[config.mk]
export PLATFORM = sky130hd
export DESIGN_NAME = btn_cmd_ctrl
export DESIGN_NICKNAME = d
export VERILOG_FILES = /design/src/rtl/btn_cmd_pkg.sv /design/src/rtl/btn_sync.sv /design/src/rtl/btn_cmd_ctrl.sv
export SDC_FILE = /design/constraint.sdc
export NUM_CORES = 1
export LEC_CHECK = 0
export ABC_CLOCK_PERIOD_IN_PS = 2500
export CAP_MARGIN = 10
export CORE_MARGIN = 3
export CORE_UTILIZATION = 40
export CTS_BUF_LIST = sky130_fd_sc_hd__clkbuf_4 sky130_fd_sc_hd__clkbuf_8
export DETAILED_ROUTE_END_ITERATION = 10
export SLEW_MARGIN = 20
export SYNTH_ARGS = -nofsm -noshare
export SYNTH_HDL_FRONTEND = slang
export SYNTH_HIERARCHICAL = 1
export SYNTH_SLANG_ARGS = --single-unit
[constraint.sdc]
create_clock -name clk -period 2.5 [get_ports clk]
set_input_delay 0.5 -clock clk [delete_from_list [all_inputs] [get_ports clk]]
set_output_delay 0.5 -clock clk [all_outputs]
set_load 0.05 [all_outputs]
[src/rtl/btn_cmd_pkg.sv]
// Shared types for the button command controller: FSM state encoding and
// the debounce counter width helper.
package btn_cmd_pkg;

    typedef enum logic [1:0] {
        ST_IDLE     = 2'd0,
        ST_DEBOUNCE = 2'd1,
        ST_ISSUE    = 2'd2,
        ST_WAIT_REL = 2'd3
    } state_e;

    // Wide enough to hold the value "cycles" itself, so the counter saturates at the threshold.
    function automatic int cnt_width(input int cycles);
        return (cycles < 1) ? 1 : $clog2(cycles + 1);
    endfunction

endpackage

[src/rtl/btn_sync.sv]
// NUM_BTN-wide two-flop synchroniser for raw active-low buttons.
// Flops reset to all-ones, i.e. every button released.
module btn_sync #(
    parameter int WIDTH = 2
) (
    input  logic             clk,
    input  logic             rst_n,
    input  logic [WIDTH-1:0] d_i,
    output logic [WIDTH-1:0] q_o
);

    logic [WIDTH-1:0] meta_q;
    logic [WIDTH-1:0] sync_q;

    always_ff @(posedge clk) begin
        if (!rst_n) begin
            meta_q <= '1;
            sync_q <= '1;
        end else begin
            meta_q <= d_i;
            sync_q <= meta_q;
        end
    end

    assign q_o = sync_q;

endmodule

[src/rtl/btn_cmd_ctrl.sv]
// Debounced push-button to one-hot command controller with ready/valid handshake.
// Define BTN_CMD_SYNC_EN to insert a two-flop synchroniser ahead of the debouncer.
module btn_cmd_ctrl
    import btn_cmd_pkg::*;
#(
    parameter int NUM_BTN         = 3,
    parameter int DEBOUNCE_CYCLES = 16
) (
    input  logic               clk,
    input  logic               rst_n,
    input  logic [NUM_BTN-1:0] buttons,
    input  logic               cmd_ready,
    output logic               cmd_valid,
    output logic [NUM_BTN-1:0] cmd_id,
    output logic               multi_press,
    output logic               busy
);

    localparam int            CW      = cnt_width(DEBOUNCE_CYCLES);
    localparam logic [CW-1:0] CNT_MAX = CW'(DEBOUNCE_CYCLES);
    localparam logic [CW-1:0] CNT_ONE = CW'(1);

    logic [NUM_BTN-1:0] btn_s;
    logic [NUM_BTN-1:0] p;
    logic               p_zero;
    logic               p_onehot;
    logic               p_multi;

`ifdef BTN_CMD_SYNC_EN
    btn_sync #(
        .WIDTH(NUM_BTN)
    ) u_sync (
        .clk  (clk),
        .rst_n(rst_n),
        .d_i  (buttons),
        .q_o  (btn_s)
    );
`else
    assign btn_s = buttons;
`endif

    assign p        = ~btn_s;
    assign p_zero   = (p == '0);
    assign p_onehot = $onehot(p);
    assign p_multi  = !p_zero && !p_onehot;

    state_e             state_q, state_d;
    logic [CW-1:0]      cnt_q, cnt_d;
    logic [NUM_BTN-1:0] cand_q, cand_d;
    logic               multi_prev_q;
    logic               multi_press_q, multi_press_d;
    logic [CW-1:0]      cnt_inc;

    assign cnt_inc = (cnt_q == CNT_MAX) ? cnt_q : cnt_q + CNT_ONE;

    always_comb begin
        state_d = state_q;
        cnt_d   = cnt_q;
        cand_d  = cand_q;
        case (state_q)
            ST_IDLE: begin
                if (p_onehot) begin
                    cand_d  = p;
                    cnt_d   = CNT_ONE;
                    state_d = (DEBOUNCE_CYCLES == 1) ? ST_ISSUE : ST_DEBOUNCE;
                end
            end
            ST_DEBOUNCE: begin
                if (p == cand_q) begin
                    cnt_d = cnt_inc;
                    if (cnt_inc == CNT_MAX) state_d = ST_ISSUE;
                end else if (p_onehot) begin
                    cand_d = p;
                    cnt_d  = CNT_ONE;
                end else begin
                    // Released or multi-bit: abandon the candidate.
                    cnt_d   = '0;
                    state_d = ST_IDLE;
                end
            end
            ST_ISSUE: begin
                if (cmd_ready) begin
                    cnt_d   = '0;
                    state_d = ST_WAIT_REL;
                end
            end
            ST_WAIT_REL: begin
                if (p_zero) begin
                    cnt_d = cnt_inc;
                    if (cnt_inc == CNT_MAX) begin
                        cnt_d   = '0;
                        state_d = ST_IDLE;
                    end
                end else begin
                    cnt_d = '0;
                end
            end
            default: state_d = ST_IDLE;
        endcase
    end

    // Edge-detect on the multi-bit condition so a held chord reports only once.
    assign multi_press_d = ((state_q == ST_IDLE) || (state_q == ST_DEBOUNCE))
                           && p_multi && !multi_prev_q;

    always_ff @(posedge clk) begin
        if (!rst_n) begin
            state_q       <= ST_IDLE;
            cnt_q         <= '0;
            cand_q        <= '0;
            multi_prev_q  <= 1'b0;
            multi_press_q <= 1'b0;
        end else begin
            state_q       <= state_d;
            cnt_q         <= cnt_d;
            cand_q        <= cand_d;
            multi_prev_q  <= p_multi;
            multi_press_q <= multi_press_d;
        end
    end

    assign cmd_valid   = (state_q == ST_ISSUE);
    assign cmd_id      = cmd_valid ? cand_q : '0;
    assign busy        = (state_q != ST_IDLE);
    assign multi_press = multi_press_q;

endmodule

# Word level (Yosys, flattened, before mapping)
# Cells that the tools add are included.
# W data, S select, Z words.
[op_classes]
add_sub_neg = 3
eq_ne = 14
n_mux = 20
n_bitwise = 1
reduce_logical = 14
[ops]
columns = ["op", "count"]
rows = [
  ["$mux W5", 6],
  ["$pmux W5 S4", 1],
  ["$mux W2", 7],
  ["$eq A5 B5 Y1 const B", 2],
  ["$ne A2 B2 Y1 const B", 5],
  ["$mux W3", 3],
  ["$pmux W2 S4", 1],
  ["$ne A3 B3 Y1 const B", 2],
  ["$pmux W3 S2", 1],
  ["$reduce_and A6 Y1", 1],
  ["$add A5 B1 Y5 const B", 1],
  ["$eq A2 B1 Y1 const B", 2],
  ["$eq A2 B2 Y1 const B", 2],
  ["$reduce_and A2 Y1", 2],
  ["$reduce_bool A2 Y1", 2],
  ["$eq A3 B3 Y1", 1],
  ["$logic_and A1 B1 Y1", 3],
  ["$logic_not A1 Y1", 3],
  ["$logic_not A3 Y1", 1],
  ["$not A3 Y3", 1],
  ["$add A1 B1 Y2", 1],
  ["$add A2 B1 Y2", 1],
  ["$logic_not A2 Y1", 1],
  ["$logic_or A1 B1 Y1", 1],
  ["$mux W1", 1],
]
[word_totals]
reg_bits = 12
in_bits = 6
out_inout_bits = 6
wordCells = 57

# Depth between registers and ports, before layout
# Gate-level depths: netlist (run 1).
[logic_depth]
depth_word = 8
mapped_depth = 7

# Worst setup path after synthesis (run 1)
# Ideal clock, no wire load.
[synth_timing]
path_kind = "register -> output"
start = "register (tool-made name)"
end = "output cmd_id[0]"
t_arrival_ns = 1.807
setup_slack_ns = 0.193
path_stages_with_launch = 4
n_path_buf = 1
cell_sequence = "dfxtp_1 -> buf_2 -> nor2b_1 -> and2_1"
[synth_rtl]
columns = ["element", "line_no", "text"]
rows = [
  ["to (decl)", "btn_cmd_ctrl.sv:14", "output logic [NUM_BTN-1:0] cmd_id,"],
]

# Worst setup path after layout (run 1)
[layout_timing]
start = "register state_q[0]"
end = "output busy"
[layout_between]
elab_chain_len = 1
[layout_rtl]
columns = ["element", "line_no", "text"]
rows = [
  ["from (decl)", "btn_cmd_ctrl.sv:47", "state_e state_q, state_d;"],
  ["from (signal assigned)", "btn_cmd_ctrl.sv:114", "state_q <= state_d;"],
  ["$reduce_bool A2 Y1", "btn_cmd_ctrl.sv:124", "assign busy = (state_q != ST_IDLE);"],
  ["to (decl)", "btn_cmd_ctrl.sv:16", "output logic busy"],
]
# Every way passes these cells.

==> metrics.csv, run 1 <==
metric;value;unit
ys_seq_elements;12;
antenna_found_initial;0;
netlist_area;771;um2
drt-total-wl;1590;um
fin_crit_sh;86.7;%
grt_pass1_wl;2900;um
synth_xor_area_share;4.55;%
yosysWarnings;6;
synth_top_area_share;31.2;%
n_antenna_cell;0;
core_area;1760;um2
die_area;2490;um2
hold_class;register to register;
min_period;2.17;ns
gp_congestion;0.780;
grt_usage;15.3;%
clk_path_buf_depth;2;
n_fill_cell;180;
crit_arrival;1.67;ns
multi_input_area;502;um2
clock-root-buffer;clkbuf_4;
ys_dominant_reg_cell;dfxtp_1;
drive_gt1_share;23.6;%
start_util;43.7;%
post_cts_buffers;0;
post_cts_resized;0;
cts_tree;built;
h-tree-depth;1;
postSynthCellCount;87;
synth_mux_area_share;0;%
wl_per_cell;12.1;um
worstPathMaxFanout;6;
cts_buffers;3;
timing.fmax;461;MHz
numPortBuffers;11;
grt_max_degree;11;
syn_avg_cell_area;8.86;um2
setup_violations;0;
seq_area_frac_synth;31.2;%
placementRows;15;
synth_top_family_by_area;simple AND/OR/NAND/NOR gates;
worstPathRequired;2.00;ns
final_nets;116;
synth.net_count;96;
first_pass_iters;4;
vias;699;
crit_type;register to output port;
insertion_delay;0.28;ns
ys_types;41;
hold_ws;0.394;ns
end_kind;output port;
skew;0.00512;ns
synth_area_leaders;dfxtp_1 (31%), xnor2_1 (4.5%), nor2_1 (4.4%), a211oi_1 (3.9%), nand4bb_4 (3.6%);
max_slew.worst_pin.slew;0.496;ns
clock_sinks;12;
fp.dieW;49.9;um
yosys.area.top_type;dfxtp_1;
synth-edff-count;0;
pin_count;12;
ir_worst_vdd;0.316;mV
leakagePower;0.351;nW
power_density;509;nW/um2
drc;0;
postRouteAntennaNets;0;
synth.most_common_cell;dfxtp_1;
tns;0;ns
worst_setup_path_start_kind;register;
die_y;49.9;um
regArea;240;um2
hold_viol_final;0;
hpwl;1240;um
maxCapViolCount;0;
hold_buffers;0;
status;finished clean;
finalMaxSlewViolations;0;
vias_per_cell;5.34;
clk_pin_slew;0.07;ns
syn_to_final_growth;26.3;%
ys_top_cells_by_count;dfxtp_1 (12), nor2_1 (9), nand2_1 (6);
grt_pass1_vias;642;
synth-compound-area-share;19.2;%
synth-async-reset-ratio;0;%
grt-ovfl-total;0;
drt_iter0_markers;18;
synth-simple-area-share;35.6;%
synthAdderAreaFrac;5.84;%
rsz0062_at_grt;no;
maxSlewHeadroom;66.8;%
[state kept, by name (all words and copies together) (netlist names), named ones only]
register,count
cand_q,3
multi_press,1
state_q,1
multi_prev_q,1
cnt_q,5
[cells in the final DEF, fill, tap and decap left out, drive strengths merged]
master         netlist  routed
o311ai               1       1
a22oi                1       1
nor2                10      10
a211oi               4       4
clkinv               1       1
ha                   2       2
a31oi                3       3
and4                 1       1
or2b                 1       1
a31o                 1       1
o211ai               1       1
nor3                 2       2
a21oi                2       2
and2                 3       3
xnor2                4       4
nand4                1       1
nand3                5       5
nor3b                1       1
a311oi               1       1
nand3b               1       1
nand4b               1       1
nand2                6       6
nand2b               2       2
nor2b                1       1
nand4bb              1       1
o31ai                1       1
fa                   1       1
o21ai                3       3
and3                 1       1
buf                  2      10
nor4                 3       3
clkbuf               0       4
dfxtp               12      12
inv                  4       4
clkdlybuf4s50        0       7
o21bai               1       1
or2                  1       1
and3b                1       1
[worst max-delay path: stages (launching register included)]
cell and delay, ns:
dfxtp_1 0.45, or2_2 0.15, clkdlybuf4s50_1 0.79
[cell type report]
type                    instances  share of cell area (%)
multi-input cells              68                    51.5
clock buffers                   4                    3.73
flip-flops and latches         12                    24.7
well taps                      25                    3.21
inverters                       5                    1.93
repair buffers                 17                    14.9
[layer usage]
layer | routed length, um | track usage, % | vias up
li1 | - | - | 357
met1 | 814 | 21.0 | 325
met2 | 679 | 21.8 | 13
met3 | 68 | 5.44 | 4
met4 | 23 | 5.53 | 0
met5 | 0 | 0 | -
[where the power goes]
part	switching [W]	internal (W)	total, W
clock network	0.0000645	0.0000886	0.000153
registers	0.0000147	0.000204	0.000218
logic	0.0000697	0.0000543	0.000124
total	0.000149	0.000347	0.000496
[cell families after synthesis]
logic type      after synthesis
flops                        12
buf+inv                       7
fa+ha+maj                     3
simple gates                 42
xor+xnor                      4
compound gates               19
[final timing paths]
check,from,end,slack [ns],cells past startpoint
max,state_q[0],busy,0.33,2
min,multi_prev_q,multi_press,0.39,1
max reg2reg,cnt_q[0],state_q[0],0.65,7
min reg2reg,multi_prev_q,multi_press,0.39,1
[through the flow]
step	instance area (um2)	instances	util [%]	setup WS, ns	total power [W]
after floorplan	771	87	-	0.193	0.000302
after global placement	937	127	53.1	0.203	0.000346
after detailed placement	937	127	53.1	0.217	0.000347
after CTS	973	131	55.2	0.323	0.000504
after global routing	973	131	55.2	0.277	0.000528
final	973	131	55.2	0.333	0.000496
Power figures use the tool's default switching activity.
==> inputs of run 2 (changes only) <==
Settings changed: ABC_AREA from default to 1.
==> metrics.csv, run 2 <==
metric;value;unit;change
cts_buffers;3;;unchanged
grt_max_degree;10;;-1
grt-ovfl-total;0;;unchanged
layout_commonest_cell;inv_1;;
crit_type;register to output port;;
slowest_stage;clkdlybuf4s50_1;;
fin_crit_sh;90.9;%;+4.3 points
final_nets;145;;+25%
end_kind;output port;;
grt_pass1_vias;675;;+5.1%
fp.dieW;50.3;um;+0.78%
tns;0;ns;unchanged
path_cells;inv_1 > nor2_2 > clkdlybuf4s50_1;;
first_pass_iters;4;;unchanged
wl_met2;716;um;+5.4%
h-tree-depth;1;;unchanged
ir_worst_vdd;0.308;mV;-2.4%
min_period;2.27;ns;+0.107 ns
postRouteAntennaNets;0;;unchanged
vias;746;;+6.7%
wl_met3;120;um;+76%
synth.net_count;130;;+35%
clock-root-buffer;clkbuf_4;;
worst-path-buf-inv;2;;+1
mostFrequentLayoutCells;inv_1 (25), nand2_1 (24), nor2_1 (12), dfxtp_1 (12), o21ai_0 (11);;
crit_arrival;1.77;ns;+0.10 ns
power_density;487;nW/um2;-4.4%
largest_reg_flops;5;;unchanged
vias_per_cell;4.69;;-12%
die_y;50.3;um;+0.78%
syn_avg_cell_area;6.48;um2;-27%
cpPeakStageDelay;0.82;ns;+0.03 ns
cp_top_family;buffers and inverters;;
netlist_area;785;um2;+1.8%
antenna_found_initial;0;;unchanged
max_slew.worst_pin.slew;0.501;ns;+0.00514 ns
pin_count;12;;unchanged
yosysWarnings;6;;unchanged
maxSlewHeadroom;66.5;%;-0.29 points
postSynthCellCount;121;;+39%
numPortBuffers;11;;unchanged
die_area;2530;um2;+1.6%
n_antenna_cell;0;;unchanged
gp_congestion;0.774;;-0.77%
drt-total-wl;1590;um;+0.25%
seq_area_frac_synth;30.6;%;-0.55 points
ys_dominant_reg_cell;dfxtp_1;;
yosys.area.top_type;dfxtp_1;;
leakagePower;0.458;nW;+30%
ys_seq_elements;12;;unchanged
synth_top_area_share;30.6;%;-0.55 points
rsz0062_at_grt;no;;
clk_pin_slew;0.08;ns;about the same
grt_pass1_wl;2760;um;-4.8%
drc;0;;unchanged
cts_tree;built;;
maxUsedRoutingLayer;met4;;
placementRows;15;;unchanged
worstPathMaxFanout;6;;unchanged
ys_top_cells_by_count;inv_1 (25), nand2_1 (24), dfxtp_1 (12), nor2_1 (12), o21ai_0 (11);;
syn_to_final_growth;20.1;%;
synth_area_leaders;dfxtp_1 (31%), inv_1 (12%), nand2_1 (11%), o21ai_0 (7.0%), nor2_1 (5.7%);;
clock_sinks;12;;unchanged
worstPathRequired;2.00;ns;about the same
dp.cells;156;;+23%
drt_iter0_markers;17;;-1
synth-async-reset-ratio;0;%;unchanged
power;0.000459;W;-7.5%
fin_area;942;um2;-3.2%
hpwl;1310;um;+5.5%
synth.most_common_cell;inv_1;;
status;finished clean;;
worst_setup_path_start_kind;register;;
hold_ws;0.395;ns;+0.00111 ns
synth-edff-count;0;;unchanged
ys_types;22;;-46%
core_area;1780;um2;+1.1%
reg_top3;cnt_q (5), cand_q (3);;
top_register;cnt_q;;
grt_usage;14.4;%;-0.91 points
timing.fmax;440;MHz;-4.7%
met1Wirelength;728;um;-11%
skew;0.00559;ns;+0.000471 ns
setup_violations;0;;unchanged
place_area;917;um2;-2.1%
hold_class;register to register;;
start_util;44.0;%;+0.31 points
instances_no_fill;159;;+21%
clk_path_buf_depth;2;;unchanged
drive_gt1_share;8.96;%;-15 points
insertion_delay;0.28;ns;about the same
maxCapViolCount;0;;unchanged
wl_per_cell;9.99;um;-17%
finalMaxSlewViolations;0;;unchanged
hold_viol_final;0;;unchanged
run 2: cell count changes after synthesis, moves of 4 or more:
| cell | change |
|---|---|
| inv_1 | +21 |
| nand2_1 | +18 |
| o21ai_0 | +10 |
| a21oi_1 | +5 |
| a211oi_1 | -4 |
| xnor2_1 | -4 |
| xor2_1 | +4 |
run 2: cells by family after synthesis:
family / count (synthesis) / share of synthesized area (%)
compound gates: 20 / 13.4
xor+xnor: 4 / 4.47
fa+ha+maj: 3 / 5.74
buf+inv: 27 / 12.9
flops: 12 / 30.6
simple gates: 55 / 32.9
run 2: layer usage:
| metal | vias to the layer above | GRT usage [%] |
|---|---|---|
| li1 | 409 | - |
| met1 | 310 | 16.7 |
| met2 | 23 | 23.7 |
| met3 | 4 | 5.34 |
| met4 | 0 | 5.53 |
| met5 | - | 0 |
run 2: report_power, final:
group / internal (W) / switching, W / leakage (nW)
Sequential: 0.000205 / 0.0000132 / 0.0982
Clock: 0.0000559 / 0.0000654 / 0.0138
Combinational: 0.0000428 / 0.0000765 / 0.346
run 2: path summary, 6_finish.rpt:
| check | startpoint | to | slack, ns | depth (start not counted) |
|---|---|---|---|---|
| hold / removal | multi_prev_q | multi_press | 0.39 | 1 |
| hold reg to reg | multi_prev_q | multi_press | 0.39 | 1 |
| setup / recovery | register | cmd_valid | 0.23 | 3 |
| setup reg to reg | cnt_q[0] | register | 0.89 | 12 |
run 2: layout make-up:
cell class              count  area, um2
fillers                   176        841
multi-input cells          82        443
flip-flops and latches     12        240
repair buffers             11        108
inverters                  26       97.6
well taps                  25       31.3
clock buffers               3       22.5
run 2: stage by stage:
step	worst slack (ns)	util, %
after global placement	0.102	51.4
after floorplan	0.268	-
after detailed placement	0.0591	51.4
after global routing	0.120	52.8
after CTS	0.0449	52.7
final	0.226	52.8
run 2: what timing repair did:
action                                  in CTS  in global routing
gates resized for setup                      0                  1
endpoints found under the setup margin       0                  1
hold buffers                                 0                  0
buffers inserted                             0                  0
